`config.mk`:
```
export PLATFORM = sky130hd
export DESIGN_NAME = pipe_ctrl
export DESIGN_NICKNAME = d
export VERILOG_FILES = /design/src/rtl/pipe_pkg.sv /design/src/rtl/pipe_hazard_cmp.sv /design/src/rtl/pipe_ctrl.sv
export SDC_FILE = /design/constraint.sdc
export NUM_CORES = 1
export LEC_CHECK = 0
export CAP_MARGIN = 20
export CORE_MARGIN = 2
export CORE_UTILIZATION = 49
export CTS_BUF_LIST = sky130_fd_sc_hd__clkbuf_2 sky130_fd_sc_hd__clkbuf_4 sky130_fd_sc_hd__clkbuf_8
export DETAILED_ROUTE_END_ITERATION = 8
export PLACE_DENSITY = 0.84
export SETUP_SLACK_MARGIN = 0.5
export SYNTH_ARGS = -nofsm -noshare
export SYNTH_HDL_FRONTEND = slang
export SYNTH_HIERARCHICAL = 1
export SYNTH_SLANG_ARGS = --single-unit
```
`constraint.sdc`:
```
create_clock -name clk -period 2.21 [get_ports clk]
set_input_delay 0.442 -clock clk [delete_from_list [all_inputs] [get_ports clk]]
set_output_delay 0.442 -clock clk [all_outputs]
set_load 0.05 [all_outputs]
```
`src/rtl/pipe_pkg.sv`:
```
// Shared definitions for the pipeline controller: FSM encoding, stage indices
// and the reset value of the per-register valid bits.
package pipe_pkg;

    typedef enum logic [1:0] {
        RUN   = 2'd0,
        DRAIN = 2'd1,
        HALT  = 2'd2
    } state_t;

    localparam int IDX_PC    = 0;
    localparam int IDX_IFID  = 1;
    localparam int IDX_IDEX  = 2;
    localparam int IDX_EXMEM = 3;

    localparam logic VALID_RST = 1'b0;

endpackage

```
`src/rtl/pipe_hazard_cmp.sv`:
```
// Load-use comparator: flags an IF/ID instruction that reads the destination
// of a load still sitting in ID/EX. x0 never creates a dependency.
module pipe_hazard_cmp #(
    parameter int REG_ADDR_W = 5
) (
    input  logic [REG_ADDR_W-1:0] id_rs1,
    input  logic [REG_ADDR_W-1:0] id_rs2,
    input  logic                  id_uses_rs1,
    input  logic                  id_uses_rs2,
    input  logic                  id_ok,
    input  logic [REG_ADDR_W-1:0] ex_rd,
    input  logic                  ex_mem_read,
    input  logic                  ex_ok,
    output logic                  lu
);

    logic rs1_hit;
    logic rs2_hit;

    assign rs1_hit = id_uses_rs1 && (id_rs1 == ex_rd);
    assign rs2_hit = id_uses_rs2 && (id_rs2 == ex_rd);
    assign lu      = ex_ok && id_ok && ex_mem_read && (ex_rd != '0) && (rs1_hit || rs2_hit);

endmodule

```
`src/rtl/pipe_ctrl.sv`:
```
// Pipeline controller: per-register load/bubble/valid, hazard and flush
// handling, ecall drain/halt sequencing, retire and stall counters.
//
// state | meaning
// RUN   | normal issue; load-use stall, branch flush and ecall detection active
// DRAIN | ecall seen; fetch stopped, older instructions retire, younger squashed
// HALT  | pipe empty and frozen until resume
module pipe_ctrl
    import pipe_pkg::*;
#(
    parameter int NUM_STAGES = 5,
    parameter int REG_ADDR_W = 5,
    parameter int CNT_W      = 32
) (
    input  logic                    clk,
    input  logic                    rst,
    input  logic [REG_ADDR_W-1:0]   id_rs1,
    input  logic [REG_ADDR_W-1:0]   id_rs2,
    input  logic                    id_uses_rs1,
    input  logic                    id_uses_rs2,
    input  logic [REG_ADDR_W-1:0]   ex_rd,
    input  logic                    ex_mem_read,
    input  logic                    ex_branch_taken,
    input  logic                    ex_ecall,
    input  logic                    mem_busy,
    input  logic                    resume,
    output logic                    pc_load,
    output logic [NUM_STAGES-1:1]   reg_load,
    output logic [NUM_STAGES-1:1]   reg_bubble,
    output logic [NUM_STAGES-1:1]   valid,
    output logic                    halted,
    output logic [CNT_W-1:0]        retire_cnt,
    output logic [CNT_W-1:0]        stall_cnt
);

    localparam logic [CNT_W-1:0] CNT_ONE = {{(CNT_W-1){1'b0}}, 1'b1};

    state_t                  state;
    state_t                  state_nxt;
    logic [NUM_STAGES-1:1]   valid_nxt;
    logic [NUM_STAGES-1:1]   valid_src;
    logic                    ex_ok;
    logic                    lu;
    logic                    stall_inc;
    logic                    retire_inc;

    assign ex_ok = valid[IDX_IDEX];

    pipe_hazard_cmp #(
        .REG_ADDR_W (REG_ADDR_W)
    ) u_hazard (
        .id_rs1      (id_rs1),
        .id_rs2      (id_rs2),
        .id_uses_rs1 (id_uses_rs1),
        .id_uses_rs2 (id_uses_rs2),
        .id_ok       (valid[IDX_IFID]),
        .ex_rd       (ex_rd),
        .ex_mem_read (ex_mem_read),
        .ex_ok       (ex_ok),
        .lu          (lu)
    );

    // IF/ID is fed by the fetch, which always produces a live instruction.
    assign valid_src = {valid[NUM_STAGES-2:1], 1'b1};

    always_comb begin
        state_nxt  = state;
        pc_load    = 1'b0;
        reg_load   = '0;
        reg_bubble = '0;
        stall_inc  = 1'b0;
        if (!mem_busy) begin
            case (state)
                RUN: begin
                    reg_load = '1;
                    if (ex_ok && ex_ecall) begin
                        // the ecall is dropped along with the two younger slots
                        reg_bubble[IDX_IFID]  = 1'b1;
                        reg_bubble[IDX_IDEX]  = 1'b1;
                        reg_bubble[IDX_EXMEM] = 1'b1;
                        state_nxt             = DRAIN;
                    end else if (ex_ok && ex_branch_taken) begin
                        pc_load              = 1'b1;
                        reg_bubble[IDX_IFID] = 1'b1;
                        reg_bubble[IDX_IDEX] = 1'b1;
                    end else if (lu) begin
                        reg_load[IDX_IFID]   = 1'b0;
                        reg_bubble[IDX_IDEX] = 1'b1;
                        stall_inc            = 1'b1;
                    end else begin
                        pc_load = 1'b1;
                    end
                end
                DRAIN: begin
                    reg_load             = '1;
                    reg_bubble[IDX_IFID] = 1'b1;
                    reg_bubble[IDX_IDEX] = 1'b1;
                    if (~|valid[NUM_STAGES-1:IDX_EXMEM]) begin
                        state_nxt = HALT;
                    end
                end
                HALT: begin
                    if (resume) begin
                        state_nxt = RUN;
                    end
                end
                default: state_nxt = RUN;
            endcase
        end
    end

    always_comb begin
        valid_nxt = valid;
        for (int i = 1; i < NUM_STAGES; i++) begin
            if (reg_load[i]) begin
                valid_nxt[i] = valid_src[i] & ~reg_bubble[i];
            end
        end
    end

    assign retire_inc = valid[NUM_STAGES-1] && !mem_busy;
    assign halted     = (state == HALT);

    always_ff @(posedge clk or negedge rst) begin
        if (!rst) begin
            state      <= RUN;
            valid      <= {(NUM_STAGES-1){VALID_RST}};
            retire_cnt <= '0;
            stall_cnt  <= '0;
        end else begin
            state <= state_nxt;
            valid <= valid_nxt;
            if (retire_inc) begin
                retire_cnt <= retire_cnt + CNT_ONE;
            end
            if (stall_inc) begin
                stall_cnt <= stall_cnt + CNT_ONE;
            end
        end
    end

endmodule
```
* Word-level counts from Yosys, hierarchy flattened
Cells that the tools add are included.
Storage, ports and cells: output and inout port bits 78, logic and storage cells 61, register bits 70, input port bits 24
Operators by class: add/subtract/negate cells 2, eq/ne operators 7, mux-type cells 24, bitwise operators 6, reduce and logical (&&, ||, !) cells 15
Operators by type and width (number):
- 32-bit by 1-bit adder with 32-bit output (second input constant) | 2
- 1-bit two-way mux | 15
- 5-bit == test | 2
- 1-bit logical AND | 9
- 2-bit two-way mux | 4
- 4-bit case mux with 2 select lines | 1
- 2-bit inequality test (second input constant) | 3
- 2-bit case mux with 3 select lines | 1
- 5-bit nonzero test | 1
- 4-bit two-way mux | 1
- 1-bit inverter | 4
- 2-bit case mux with 2 select lines | 1
- 4-bit AND reduction | 1
- 3-bit two-way mux | 1
- 1-bit AND | 2
- 2-bit by 1-bit == test with 1-bit output (second input constant) | 1
- 2-bit == test (second input constant) | 1
- 2-bit zero test | 1
- 2-bit OR reduction | 1
- 1-bit zero test | 1
- 1-bit logical OR | 1

* Depth between registers and ports, before layout
depth in word-level cells 11, depth in mapped cells 9, depth with buffers taken out 8

* Cells and area by module
The synthesis kept the hierarchy.
Modules (own cells, without submodules):
- pipe_ctrl | seq. area each 1751.7 um2, area each 3442.1 um2, instances 1, cells each 331
- pipe_hazard_cmp | seq. area each 0.0 um2, area each 131.4 um2, instances 1, cells each 17

* Least setup slack after synthesis
OpenSTA, ideal clock, no wires.
kind input-to-reg, start in ex_rd[0], end reg stall_cnt[22], stages on the path 8, data arrival time 2.364 ns, path buffers 0, data required time 2.068 ns, setup time 0.142 ns, slack -0.296 ns, cells stage by stage xor2_1 nor4_1 nand3_1 a21oi_1 nor4b_4 nand4_4 or4_1 xnor2_1
Between the ends: word-level cells in the longest chain between the ends 9
Ends and longest elaborated chain:
- from (decl) | RTL line pipe_ctrl.sv:21 | input logic [REG_ADDR_W-1:0] ex_rd,
- 5-bit == test, on equally long branches | RTL line pipe_hazard_cmp.sv:20, pipe_hazard_cmp.sv:21
- 1-bit logical AND, on equally long branches | RTL line pipe_hazard_cmp.sv:20, pipe_hazard_cmp.sv:21
- 1-bit logical OR | RTL line pipe_hazard_cmp.sv:22 | assign lu = ex_ok && id_ok && ex_mem_read && (ex_rd != '0) && (rs1_hit || rs2_hit);
- 1-bit logical AND (*) | RTL line pipe_hazard_cmp.sv:22
- net lu | RTL line pipe_ctrl.sv:43 | logic lu;
- 1-bit two-way mux (*) | RTL line pipe_ctrl.sv:86 | end else if (lu) begin
- 1-bit two-way mux (*) | RTL line pipe_ctrl.sv:82 | end else if (ex_ok && ex_branch_taken) begin
- 1-bit two-way mux (*) | RTL line pipe_ctrl.sv:76 | if (ex_ok && ex_ecall) begin
- 1-bit two-way mux (*) | RTL line pipe_ctrl.sv:73 | case (state)
- 1-bit two-way mux (*) | RTL line pipe_ctrl.sv:72 | if (!mem_busy) begin
- to (signal assigned) | RTL line pipe_ctrl.sv:137 | stall_cnt <= stall_cnt + CNT_ONE;
- to (decl) | RTL line pipe_ctrl.sv:33 | output logic [CNT_W-1:0] stall_cnt
Mark *: on every way through the listed nets, which the timed path passes. The rest lies on a longest branch. A chain may end at the register's enable or synchronous reset.

* Worst setup path in the final report
start in id_rs1[0], end reg stall_cnt[15]
Between the ends: word-level cells in the longest chain between the ends 9
Ends and longest elaborated chain:
- from (decl) | RTL line pipe_ctrl.sv:17 | input logic [REG_ADDR_W-1:0] id_rs1,
- 5-bit == test | RTL line pipe_hazard_cmp.sv:20 | assign rs1_hit = id_uses_rs1 && (id_rs1 == ex_rd);
- 1-bit logical AND | RTL line pipe_hazard_cmp.sv:20
- 1-bit logical OR | RTL line pipe_hazard_cmp.sv:22
- 1-bit logical AND | RTL line pipe_hazard_cmp.sv:22
- net lu | RTL line pipe_ctrl.sv:43
- 1-bit two-way mux | RTL line pipe_ctrl.sv:86
- 1-bit two-way mux | RTL line pipe_ctrl.sv:82
- 1-bit two-way mux | RTL line pipe_ctrl.sv:76
- 1-bit two-way mux | RTL line pipe_ctrl.sv:73
- 1-bit two-way mux | RTL line pipe_ctrl.sv:72
The timed path passes the listed nets, and every way through them passes these cells.

==> results.cfg <==
[routing]
wl_per_cell_microns = 17.80
drc_errors = 0
drtIter0Drc = 197
num_vias = 3369
ant_nets = 0
dr.pass1.iters = 4
routed_via_density = 5.739
wl_microns = 10450

[timing]
finClkSkew_ps = 7.826
tightestPinTransition_ps = 814.6
finalSetupTns_ps = -3277
whs_ps = 88.65
finalCriticalPeriod_ps = 2433
slew_headroom = 0.4528
setup_viol = 28
period_share = 1.101
fmax_mhz = 410.9
rsz0062_at_grt = true
final_max_slew_viol_count = 0
final.setup.worst_slack_ps = -223.5
finalHoldViolations = 0

[synth]
avgSynthCellArea_sq_um = 10.27
synth_mux_area_frac = 0.006303
seq_area_frac_synth = 0.4902
synth-xor-area-share = 0.1765
synthTopCellsByArea = dfrtp_1, xnor2_1, nand4_1
synth_top_family_by_area = simple AND/OR/NAND/NOR gates
syn_nets = 374
netlist_instances = 348
yosys.cell_types.count = 34
synth_compound_gate_area_share = 0.02101
syn-cell-area_sq_um = 3573
synth_fa_ha_area_frac = 0.007003
synth-seq-cells = 70
synth_simple_gate_area_frac = 0.2679
ys_warn_count = 6
yosysTopAreaCell = dfrtp_1
synth_top_area_frac = 0.4902

[global_route]
grt_use_total = 0.2781
grt_overflow = 0
antenna_found_initial = 0
grt_pass1_vias = 3388
grt_max_degree = 30
grt_pass1_wl_microns = 16930

[clock_tree]
htreeDepth = 3
clockBufferDepth = 2
path_clk_slew_ps = 80
cts_buffers = 9
hold_buffers = 0
root_buffer = clkbuf_8
numClockSinks = 70
cts_tree = built
clock_latency_ps = 350

[setup_path]
crit_required_ps = 2470
crit_path_end_kind = register
worst_setup_path_start_kind = input port
worstReg2RegStart = valid[1]
crit_start = id_rs1[0]
worstPathArrival_ps = 2690
path_class = input port to register
cp_max_fo = 5

[floorplan]
ioPinCount = 102
start_util = 0.5007
die_area_sq_um = 7991
die_width_microns = 89.40
rows = 31
core_sq_um = 7137
die_h_microns = 89.40

[status]
violations = setup timing
status = finished, violations left

[finish]
multi_input_area_sq_um = 2059
stdcell_area_sq_um = 5567
final_cell_mix = dfrtp_1, xnor2_1, clkdlybuf4s15_2
syn_to_final_growth_pct = 55.78
drive_gt1_frac = 0.4262
fillers = 454
final_common_cell = dfrtp_1
n_antenna_cell = 0
nets = 509
regArea_sq_um = 1777

[place]
placed_area_sq_um = 5060
gp_congestion = 0.8738
place_hpwl_microns = 6488
pre_cts_ws_ps = -907.6
portBuffers = 100

[pwr]
ir_drop_mv = 1.132
p_per_area_nw_per_um2 = 717.0
p_leak_nw = 2.531

[hold_path]
min_path_type = input port to asynchronous set/reset pin

[flow_run]
drv_cap = 0
## sequential cells by signal, summed over array words and instances, names as in the netlist
| register | cells |
|---|---|
| stall_cnt | 32 |
| state | 2 |
| valid | 4 |
| retire_cnt | 32 |
## cells in the mapped netlist
| cell type | count |
|---|---|
| o31a_1 | 1 |
| and3_1 | 11 |
| nor4_4 | 2 |
| buf_1 | 1 |
| ha_1 | 2 |
| a21oi_1 | 3 |
| or4_1 | 3 |
| and2_1 | 2 |
| nand4_1 | 33 |
| nand2_1 | 36 |
| nor4_1 | 10 |
| o21ai_1 | 1 |
| o21ai_0 | 6 |
| nand4b_1 | 2 |
| o2111ai_1 | 1 |
| mux2_2 | 2 |
| xnor2_1 | 50 |
| nor4b_4 | 1 |
| nor3_1 | 8 |
| nand4_4 | 1 |
| buf_4 | 5 |
| or4b_4 | 1 |
| clkbuf_1 | 6 |
| nor2_1 | 18 |
| xor2_1 | 22 |
| dfrtp_1 | 70 |
| buf_2 | 2 |
| nand3_1 | 25 |
| and4_1 | 9 |
| o21a_1 | 1 |
| or2_2 | 1 |
| inv_1 | 9 |
| conb_1 | 1 |
| nor2b_1 | 2 |
## timing repair
| item | in CTS | in global routing |
|---|---|---|
| setup buffers | 9 | 4 |
| gates resized for setup | 288 | 42 |
| pin swaps | 34 | 10 |
| setup endpoints to repair | 129 | 68 |
## where the power goes
group          switching [mW]  total (mW)  internal (mW)
registers               0.116        1.49           1.37
logic                   0.872        1.43          0.563
clock network           0.532        1.07          0.537
## area by class of cell
cell class / instances / share of cell area
multi-input combinational: 255 / 0.3700
timing repair buffer: 138 / 0.2450
inverter: 9 / 0.006743
clock inverter: 7 / 0.01461
sequential: 70 / 0.3192
clock buffer: 9 / 0.02225
tap: 99 / 0.02225
## critical path, cell delays in order
cell and delay, ps:
buf_6 90, xor2_1 160, nor4_2 330, nand3_1 200
a21oi_4 210, nor4b_4 260, buf_4 190, buf_6 100
and3_4 190, buf_6 120, nand4_1 150, xnor2_1 240
## layer usage
| layer | global-route usage | wire, microns |
|---|---|---|
| met1 | 0.3414 | 4017 |
| met2 | 0.4815 | 5507 |
| met3 | 0.05263 | 615 |
| met5 | 0 | 0 |
| met4 | 0.1126 | 310 |
## through the flow
| step | std cells | utilization | total power, mW |
|---|---|---|---|
| 2_1_floorplan | 348 | - | 2.239 |
| 3_3_place_gp | 558 | 0.7090 | 2.758 |
| 3_5_place_dp | 558 | 0.7090 | 2.790 |
| 4_1_cts | 583 | 0.7875 | 3.968 |
| 5_1_grt | 587 | 0.7800 | 4.156 |
| 6_report | 587 | 0.7800 | 3.991 |
## worst paths after layout
| check | endpoint | slack [ps] | depth (start not counted) |
|---|---|---|---|
| worst max-delay path | stall_cnt[15] | -220 | 12 |
| worst min-delay path | stall_cnt[7] | 90 | 1 |
| worst max register to register | stall_cnt[15] | 40 | 9 |
| worst min register to register | stall_cnt[31] | 470 | 1 |
| max in group asynchronous | valid[2] | 1540 | 2 |
| min in group clk | stall_cnt[31] | 470 | 1 |
## cell families (layout without fill, tap and decap cells)
kind of cell	Yosys count	after routing
adders and majority gates	2	2
and+or+nand+nor	165	165
AOI/OAI and AO/OA	13	13
buffers and inverters	23	163
xor gates and xnor gates	72	72
muxes	2	2
other	1	1
DFF	70	70
Power figures use the tool's default switching activity.
